### config.mk
export PLATFORM = sky130hd
export DESIGN_NAME = fetch_pc_gen
export DESIGN_NICKNAME = d
export VERILOG_FILES = /design/src/rtl/fetch_pc_gen_pkg.sv /design/src/rtl/fetch_pc_gen.sv
export SDC_FILE = /design/constraint.sdc
export NUM_CORES = 1
export LEC_CHECK = 0
export CORE_UTILIZATION = 49
export DETAILED_ROUTE_END_ITERATION = 7
export PLACE_DENSITY_LB_ADDON = 0.2
export SYNTH_ARGS = -nofsm -noshare
export SYNTH_HDL_FRONTEND = slang
export SYNTH_SLANG_ARGS = --single-unit
export TNS_END_PERCENT = 50
### constraint.sdc
create_clock -name cpu_clk -period 5.51 [get_ports cpu_clk]
set_clock_uncertainty 0.1 [all_clocks]
set_input_delay 1.102 -clock cpu_clk [delete_from_list [all_inputs] [get_ports cpu_clk]]
set_output_delay 1.102 -clock cpu_clk [all_outputs]
set_load 0.05 [all_outputs]
### src/rtl/fetch_pc_gen_pkg.sv
// rtl/fetch_pc_gen_pkg.sv - shared defaults and state encoding for the fetch PC generator
package fetch_pc_gen_pkg;

  localparam int          ADDR_WIDTH_DEF = 32;
  localparam logic [31:0] RESET_PC_DEF   = 32'h0000_0000;

  typedef enum logic [1:0] {
    BOOT       = 2'd0,
    RUN        = 2'd1,
    HOLD_REDIR = 2'd2
  } fetch_state_t;

endpackage

### src/rtl/fetch_pc_gen.sv
// rtl/fetch_pc_gen.sv - next fetch address select with redirect capture across stalls
module fetch_pc_gen
  import fetch_pc_gen_pkg::*;
#(
  parameter int                    ADDR_WIDTH = ADDR_WIDTH_DEF,
  parameter logic [ADDR_WIDTH-1:0] RESET_PC   = ADDR_WIDTH'(RESET_PC_DEF)
) (
  input  logic                  cpu_clk,
  input  logic                  cpu_rst,
  input  logic                  fetch_stall,
  input  logic                  trap_redirect,
  input  logic [ADDR_WIDTH-1:0] trap_pc,
  input  logic                  ex_redirect,
  input  logic [ADDR_WIDTH-1:0] ex_redirect_pc,
  input  logic                  predict_taken,
  input  logic [ADDR_WIDTH-1:0] predict_target_pc,
  output logic [ADDR_WIDTH-1:0] next_pc,
  output logic [ADDR_WIDTH-1:0] pc,
  output logic                  pc_valid,
  output logic                  pc_pred_taken,
  output logic [ADDR_WIDTH-1:0] pc_pred_target
);

  localparam logic [ADDR_WIDTH-1:0] ALIGN_MASK = ~ADDR_WIDTH'(3);

  fetch_state_t          state, state_next;
  logic [ADDR_WIDTH-1:0] pend_pc, pend_next;
  logic                  valid_next;
  logic                  redir;
  logic [ADDR_WIDTH-1:0] redir_pc;

  // Trap beats execute redirect; the losing ex redirect is simply dropped.
  assign redir    = trap_redirect | ex_redirect;
  assign redir_pc = (trap_redirect ? trap_pc : ex_redirect_pc) & ALIGN_MASK;

  always_comb begin
    state_next = state;
    pend_next  = pend_pc;
    valid_next = 1'b0;
    next_pc    = pc;
    if (cpu_rst) begin
      next_pc    = RESET_PC;
      state_next = BOOT;
      pend_next  = '0;
    end else begin
      case (state)
        BOOT: begin
          next_pc    = RESET_PC;
          state_next = RUN;
          valid_next = 1'b1;
        end
        RUN: begin
          valid_next = 1'b1;
          if (redir && fetch_stall) begin
            // Re-present pc while stalled and remember where to go afterwards.
            pend_next  = redir_pc;
            state_next = HOLD_REDIR;
            valid_next = 1'b0;
          end else if (redir) begin
            next_pc = redir_pc;
          end else if (fetch_stall) begin
            next_pc = pc;
          end else if (pc_valid && predict_taken) begin
            next_pc = predict_target_pc & ALIGN_MASK;
          end else begin
            next_pc = pc + ADDR_WIDTH'(4);
          end
        end
        HOLD_REDIR: begin
          if (fetch_stall) begin
            if (redir) pend_next = redir_pc;
          end else begin
            next_pc    = redir ? redir_pc : pend_pc;
            state_next = RUN;
            valid_next = 1'b1;
          end
        end
        default: begin
          next_pc    = RESET_PC;
          state_next = BOOT;
        end
      endcase
    end
  end

  always_ff @(posedge cpu_clk) begin
    if (cpu_rst) begin
      state    <= BOOT;
      pend_pc  <= '0;
      pc       <= RESET_PC;
      pc_valid <= 1'b0;
    end else begin
      state    <= state_next;
      pend_pc  <= pend_next;
      pc       <= next_pc;
      pc_valid <= valid_next;
    end
  end

  assign pc_pred_taken  = predict_taken & pc_valid;
  assign pc_pred_target = predict_target_pc;

endmodule

Word-level counts from Yosys, hierarchy flattened
Cells that the tools add are included.
Widths: inputs -> output; s select.
{ "totals": {"ff_bits": 67, "output_inout_bits": 98, "wordCells": 36} }
{ "op_classes": {"add_sub_neg": 1, "n_eq_ne": 5, "n_mux": 18, "bitwise": 2, "reduce_logical": 6} }
{ "ops": {"columns": ["op", "count"], "rows": [
  ["$mux 32", 10],
  ["$pmux 32 s2", 2],
  ["$add 32x3->32 const B", 1],
  ["$ne 2x2->1 const B", 3],
  ["$pmux 2 s3", 1],
  ["$mux 2", 2],
  ["$pmux 1 s3", 1],
  ["$reduce_and 3->1", 1],
  ["$eq 2x1->1 const B", 1],
  ["$eq 2x2->1 const B", 1],
  ["$logic_and 1x1->1", 2],
  ["$logic_not 2->1", 1],
  ["$mux 1", 2],
  ["$reduce_and 2->1", 1],
  ["$reduce_bool 2->1", 1],
  ["$and 1x1->1", 1],
  ["$or 1x1->1", 1]
]} }

Logic depth before layout (Yosys ltp)
{ "logic_depth": {"depth_word": 7, "mapped_depth": 8, "ltp_nobuf": 7} }

Least setup slack after synthesis
No wires, ideal clock.
{ "synth_path": {"path_kind": "input -> output", "start": "input port predict_taken", "end": "output port next_pc[28]", "t_arrival_ps": 3463, "path_slack_ps": 845, "path_stages": 6, "n_path_buf": 1, "cell_sequence": "nand2_1 > clkinv_1 > buf_1 > a21oi_1 > o211a_1 > a211oi_1"} }
{ "synth_between": {"elab_chain_cells": 7} }
{ "synth_lines": {"columns": ["element", "line_no", "source"], "rows": [
  ["start, declared", "fetch_pc_gen.sv:15", "input logic predict_taken,"],
  ["$logic_and 1x1->1", "fetch_pc_gen.sv:63", "end else if (pc_valid && predict_taken) begin"],
  ["$mux 32", "fetch_pc_gen.sv:63", null],
  ["$mux 32", "fetch_pc_gen.sv:61", "end else if (fetch_stall) begin"],
  ["$mux 32", "fetch_pc_gen.sv:59", "end else if (redir) begin"],
  ["$mux 32", "fetch_pc_gen.sv:54", "if (redir && fetch_stall) begin"],
  ["$pmux 32 s2", "fetch_pc_gen.sv:46", "case (state)"],
  ["$mux 32", "fetch_pc_gen.sv:41", "if (cpu_rst) begin"],
  ["end, declared", "fetch_pc_gen.sv:17", "output logic [ADDR_WIDTH-1:0] next_pc,"]
]} }
Every way passes these cells.

Worst setup path after layout
{ "layout_path": {"start": "input port predict_taken", "end": "output port next_pc[19]"} }
The elaborated chain is that of the path after synthesis.

==> results.json <==
{
  "status": "complete, no violations",
  "route.detailed.drc": 0,
  "initial_core_util_pct": 50.2,
  "ys_warn_count": 0,
  "dp_hpwl_mm": 13.8,
  "drive_above_1_share_pct": 10.2,
  "synth_ff_type": "dfxtp_1",
  "cp.arrival_ps": 3590,
  "synth-async-reset-ratio_pct": 0,
  "first_global_vias": 6261,
  "tns_ps": 0,
  "syn_area_um2": 5440,
  "yosys-top-cells-count": "nor2_1, dfxtp_1, nand2_1",
  "multi_input_area_um2": 3620,
  "nets": 964,
  "wl_mm": 19.6,
  "grt_use_total_pct": 33.6,
  "post_cts_buffers": 0,
  "crit_type": "in -> out",
  "drt-initial-drc-count": 607,
  "ctsLongestPathBuffers": 2,
  "finalSetupViolCount": 0,
  "crit_chain": "clkdlybuf4s50_1 -> nand2_1 -> clkinv_1 -> nand2_1 -> o21ai_0 -> o32ai_1 -> buf_12",
  "io_pins": 200,
  "synth_area_per_cell_um2": 7.46,
  "synth_top_area_share_pct": 24.7,
  "hold_ws_ps": 378,
  "fp.dieH_um": 107,
  "grt_start_max_net_pins": 37,
  "routabilityCongestion": 0.854,
  "fp.dieW_um": 107,
  "n_antenna_cell": 0,
  "final_hold_viol_count": 0,
  "synth-edff-count": 0,
  "vias": 6613,
  "synth_cell_types": 62,
  "p_total_mw": 1.63,
  "path_max_fanout": 16,
  "rsz0062_at_grt": "false",
  "tightest_slew_ps": 1000,
  "viasPerCell": 6.60,
  "drv_cap": 0,
  "period_share_pct": 86.9,
  "critPathSlowestCell": "nand2_1",
  "core_area_um2": 10800,
  "postSynthCellCount": 729,
  "cts-root-buf": "clkbuf_8",
  "cts_buffers": 9,
  "synth_area_leaders": "dfxtp_1, a211oi_1, mux2i_1, nor2_1, a21oi_1",
  "port_buffers": 191,
  "overflow": 0,
  "yosys.area.top_type": "dfxtp_1",
  "cp-end-kind": "output port",
  "synth-seq-cells": 67,
  "drtPass1Iterations": 5,
  "leakagePower_nw": 2.81,
  "ir_drop_mv": 0.147,
  "critical-path-top-delay-family": "buffers and inverters",
  "cts_tree": "built",
  "worst-path-buf-inv": 3,
  "ant_nets": 0,
  "grt_pass1_wl_mm": 30.3,
  "fmax_mhz": 209,
  "grt_antenna_before_repair": 0,
  "die_area_um2": 11500,
  "worstPathRequired_ps": 4310,
  "drv_slew": 0,
  "cp-start-kind": "input pin",
  "placement_rows": 38,
  "ys_seq_area_share_pct": 24.7,
  "final_core_utilization_pct": 71.1,
  "area_growth_pct": 41.7,
  "wl_per_cell_um": 19.6,
  "final.min_clock_period_ps": 4790,
  "slowest_delay_ps": 630,
  "nFillCells": 855,
  "ctsHtreeMaxLevel": 3,
  "relSlewSlack_pct": 33.1,
  "yosysMostFrequentCell": "nor2_1",
  "powerDensity_nw_per_um2": 212,
  "clk_latency_ps": 360,
  "cpMostUsedCell": "nand2_1",
  "hp-class": "reg -> reg",
  "post_cts_resized": 0,
  "ff_latch_area_um2": 1340,
  "hold_buffers": 0,
  "cts_num_sinks": 67,
  "syn_nets": 836,
  "clk_pin_slew_ps": 70
}
## power breakdown
group	total [mW]	switching [mW]	leakage [nW]	internal, mW
logic	0.564	0.336	2.14	0.228
registers	0.549	0.0301	0.545	0.518
clock network	0.521	0.209	0.123	0.312
total	1.63	0.575	2.81	1.06
## cells by family (layout without fill, tap and decap cells)
family / after synthesis / count (layout) / synth area share [%]
AOI/OAI and AO/OA: 259 / 259 / 32.7
and+or+nand+nor: 241 / 241 / 21.4
buffers and inverters: 96 / 229 / 9.07
DFF: 67 / 67 / 24.7
muxes: 46 / 46 / 8.65
xor gates and xnor gates: 15 / 15 / 2.42
adders and majority gates: 5 / 5 / 1.15
## sequential cells by signal (all words and copies together) (netlist names)
signal,flops
pc,32
pend_pc,32
state,2
pc_valid,1
## final cells by class
type | count | area share [%]
clock buffer | 11 | 1.84
clock inverter | 5 | 1.30
inverter | 7 | 0.341
multi-input combinational | 566 | 46.9
sequential | 67 | 17.4
tap | 140 | 2.27
timing repair buffer | 206 | 29.9
## through the flow
stage / area, um^2 / setup slack (ps) / cells
final: 7700 / 719 / 1002
after global routing: 7700 / 647 / 1002
after CTS: 7700 / 779 / 1002
after detailed placement: 7460 / 787 / 986
after global placement: 7460 / 871 / 986
after floorplan: 5440 / 845 / 729
## layer usage
metal	GRT usage, %	part of all wire, %	routed length (um)	vias to the layer above
li1	-	-	-	2978
met1	41.6	39	7580	3064
met2	55.5	47	9190	493
met3	4.60	11	2070	78
met4	20.3	4.0	795	0
met5	0	0	0	-
## worst paths after layout
kind              slack, ps                  endpoint               startpoint  cells after the start
setup / recovery        720               next_pc[19]            predict_taken                      7
hold / removal          380   pend_pc[1]$_SDFFE_PP0P_  pend_pc[1]$_SDFFE_PP0P_                      1
setup reg to reg       2590  pend_pc[21]$_SDFFE_PP0P_    state[0]$_SDFFE_PP0P_                      7
hold reg to reg         380   pend_pc[1]$_SDFFE_PP0P_  pend_pc[1]$_SDFFE_PP0P_                      1
## placed cells by master (no fill, tap or decap), drive strengths merged, types with 5 or more instances in the layout
cell type,instances
mux2,8
o31ai,23
ha,5
nand4,10
xnor2,7
o21ai,37
o21a,10
clkdlybuf4s50,156
buf,50
nor3,17
a211oi,54
nor4,5
a32oi,7
o32ai,18
o22ai,16
and3,6
mux2i,38
nor3b,5
nor2b,17
a21o,13
a21oi,49
nor2,80
clkbuf,11
nand2,61
xor2,8
inv,6
dfxtp,67
o31a,6
nand3,21
Power figures use the tool's default switching activity.
==> edit: new RTL, same flow settings <==
Put a register stage on the output `pc_pred_target`, with the module's reset. The value now appears one clock later. The other outputs are not delayed to match.
--- a/src/rtl/fetch_pc_gen.sv
+++ b/src/rtl/fetch_pc_gen.sv
@@ -99,5 +99,11 @@
 
   assign pc_pred_taken  = predict_taken & pc_valid;
-  assign pc_pred_target = predict_target_pc;
+  always_ff @(posedge cpu_clk) begin
+    if (cpu_rst) begin
+      pc_pred_target <= '0;
+    end else begin
+      pc_pred_target <= predict_target_pc;
+    end
+  end
 
 endmodule
Behaviour: not the same (a bounded check fails within 4 cycles, from zero or initial values and one cycle with cpu_rst high).
==> edit against the original RTL <==
Register-to-register slack improved by 0.13 ns. Area after synthesis increased by 11%. Setup slack improved by 0.011 ns. Design area increased by 11%. Routed wire length increased by 15%. Die area increased by 11%. Power increased by 31%. Sequential cell count increased by 32. First-iteration DRC count increased by 30%. Largest cell class unchanged. Largest power group is now sequential cells.
==> edit: results (changes against the original RTL) <==
- Result of the run: finished clean (unchanged).
- The maximum number of pins on one net before global-route repair is 69 (was 37).
- The delay of the slowest critical-path stage is 0.85 ns (was 0.63 ns).
- The slowest stage cell on the critical path was clkdlybuf4s50_1 (was nand2_1).
- The met1 track demand over resource in global routing was 51.02% (was 41.56%).
- The final net count is 1043 (was 964).
- The synthesized net count came to 875 (was 836).
- The average cell area after synthesis came to 7.857 um2 (was 7.459 um2).
- The placed instance count is 1072 (was 986).
- The terminus of the critical flop-to-flop path is pend_pc[18] (was pend_pc[21]).
- The horizontal die dimension is 113.0 um (was 107.3 um).
- The post-placement setup slack is 0.8078 ns (was 0.7869 ns).
- The number of vias in the routed layout was 6893 (was 6613).
- The static leakage is 3.077 nW (was 2.811 nW).
- The post-layout worst setup margin is 0.7305 ns (was 0.7191 ns).
- The HPWL after detailed placement is 16930 um (was 13770 um).
- The met2 track utilization from global routing is 51.89% (was 55.53%).
- The number of design-rule violations left by the first detailed-router iteration is 789 (was 607).
- The worst max-slew margin expressed relative to the limit is 50.25% (was 33.07%).
- The worst supply voltage drop on vdd is 0.1499 mV (was 0.1467 mV).
- The portion of the post-synthesis area used by sequential elements is 32.84% (was 24.67%).
- The post-detailed-route via-to-cell ratio came to 6.335 (was 6.600).
- Largest cells by area after synthesis: dfxtp_1 33%, a211oi_1 6.5%, mux2i_1 5.5% (was dfxtp_1 25%, a211oi_1 7.5%, mux2i_1 7.0%).
- The data arrival time of the worst path was 3.58 ns (was 3.59 ns).
- The number of cells on the worst reg-to-reg path is 8 (was 7).
- The sink of the worst hold path is pend_pc[0] (was pend_pc[1]).
- The share of final-layout standard cells stronger than drive strength 1 was 8.714% (was 10.21%).
- The number of buffers inserted by port buffering came to 195 (was 191).
- The number of global-route vias before repair is 6154 (was 6261).
- The final weighted congestion in routability-driven placement is 1.012 (was 0.8543).
- The unique cell type count in the Yosys netlist is 57 (was 62).
- The worst min-delay path startpoint is pend_pc[0] (was pend_pc[1]).
- The global-route track usage on met3 was 7.124% (was 4.600%).
## edit: cell count changes after synthesis, sizes merged, moves of 4 or more
cell | before | now
buf | 45 | 13
dfxtp | 67 | 99
nor2b | 17 | 49
nand2 | 61 | 73
a21oi | 49 | 40
nand3 | 21 | 14
a221oi | 1 | 6
inv | 6 | 11
mux2i | 38 | 33
nor4 | 5 | 10
o211ai | 2 | 7
o32ai | 18 | 14
## edit: how the worst max path moves through the flow
stage,to,start,depth (start not counted)
after floorplan,next_pc[13],trap_redirect,5
after global placement,next_pc[21],trap_redirect,8
after detailed placement,next_pc[21],trap_redirect,8
after CTS,next_pc[21],trap_redirect,8
after global routing,next_pc[20],fetch_stall,8
final,next_pc[5],predict_taken,7
## edit: routing by layer
metal | up-vias | wire [um]
li1 | 3210 | -
met1 | 3178 | 9624
met2 | 459 | 9643
met3 | 46 | 2698
met4 | 0 | 557
met5 | - | 0
## edit: final cells by class
type | count | area (um2)
clock buffer | 10 | 239.0
inverter | 14 | 52.55
multi-input combinational | 596 | 3776
clock inverter | 6 | 111.4
sequential | 99 | 1982
tap | 147 | 183.9
fill | 980 | 3452
timing repair buffer | 216 | 2215
## edit: power groups by stage
stage / sequential, mW / combinational [mW] / clock [mW]
floorplan: 0.873 / 0.273 / 0
global placement: 0.806 / 0.569 / 0
detailed placement: 0.808 / 0.577 / 0
CTS: 0.792 / 0.580 / 0.755
global route: 0.798 / 0.623 / 0.779
finish: 0.793 / 0.590 / 0.754
## edit: cells by family after synthesis
family	after synthesis	synth area share (%)
XOR/XNOR	17	2.467
adder cells (fa/ha/maj)	5	1.037
buffers and inverters	73	4.790
flip-flops	99	32.84
AND/OR/NAND/NOR	277	22.29
AO/OA/AOI/OAI	255	29.42
multiplexers	42	7.153
## edit: metrics by stage
stage	utilization (%)	cell area, um2	hold slack, ns
CTS	71.26	8559	0.3864
finish	71.26	8559	0.3916
detailed placement	68.34	8209	0.3764
floorplan	-	6036	0.3576
global route	71.26	8559	0.4209
global placement	68.34	8209	0.3655
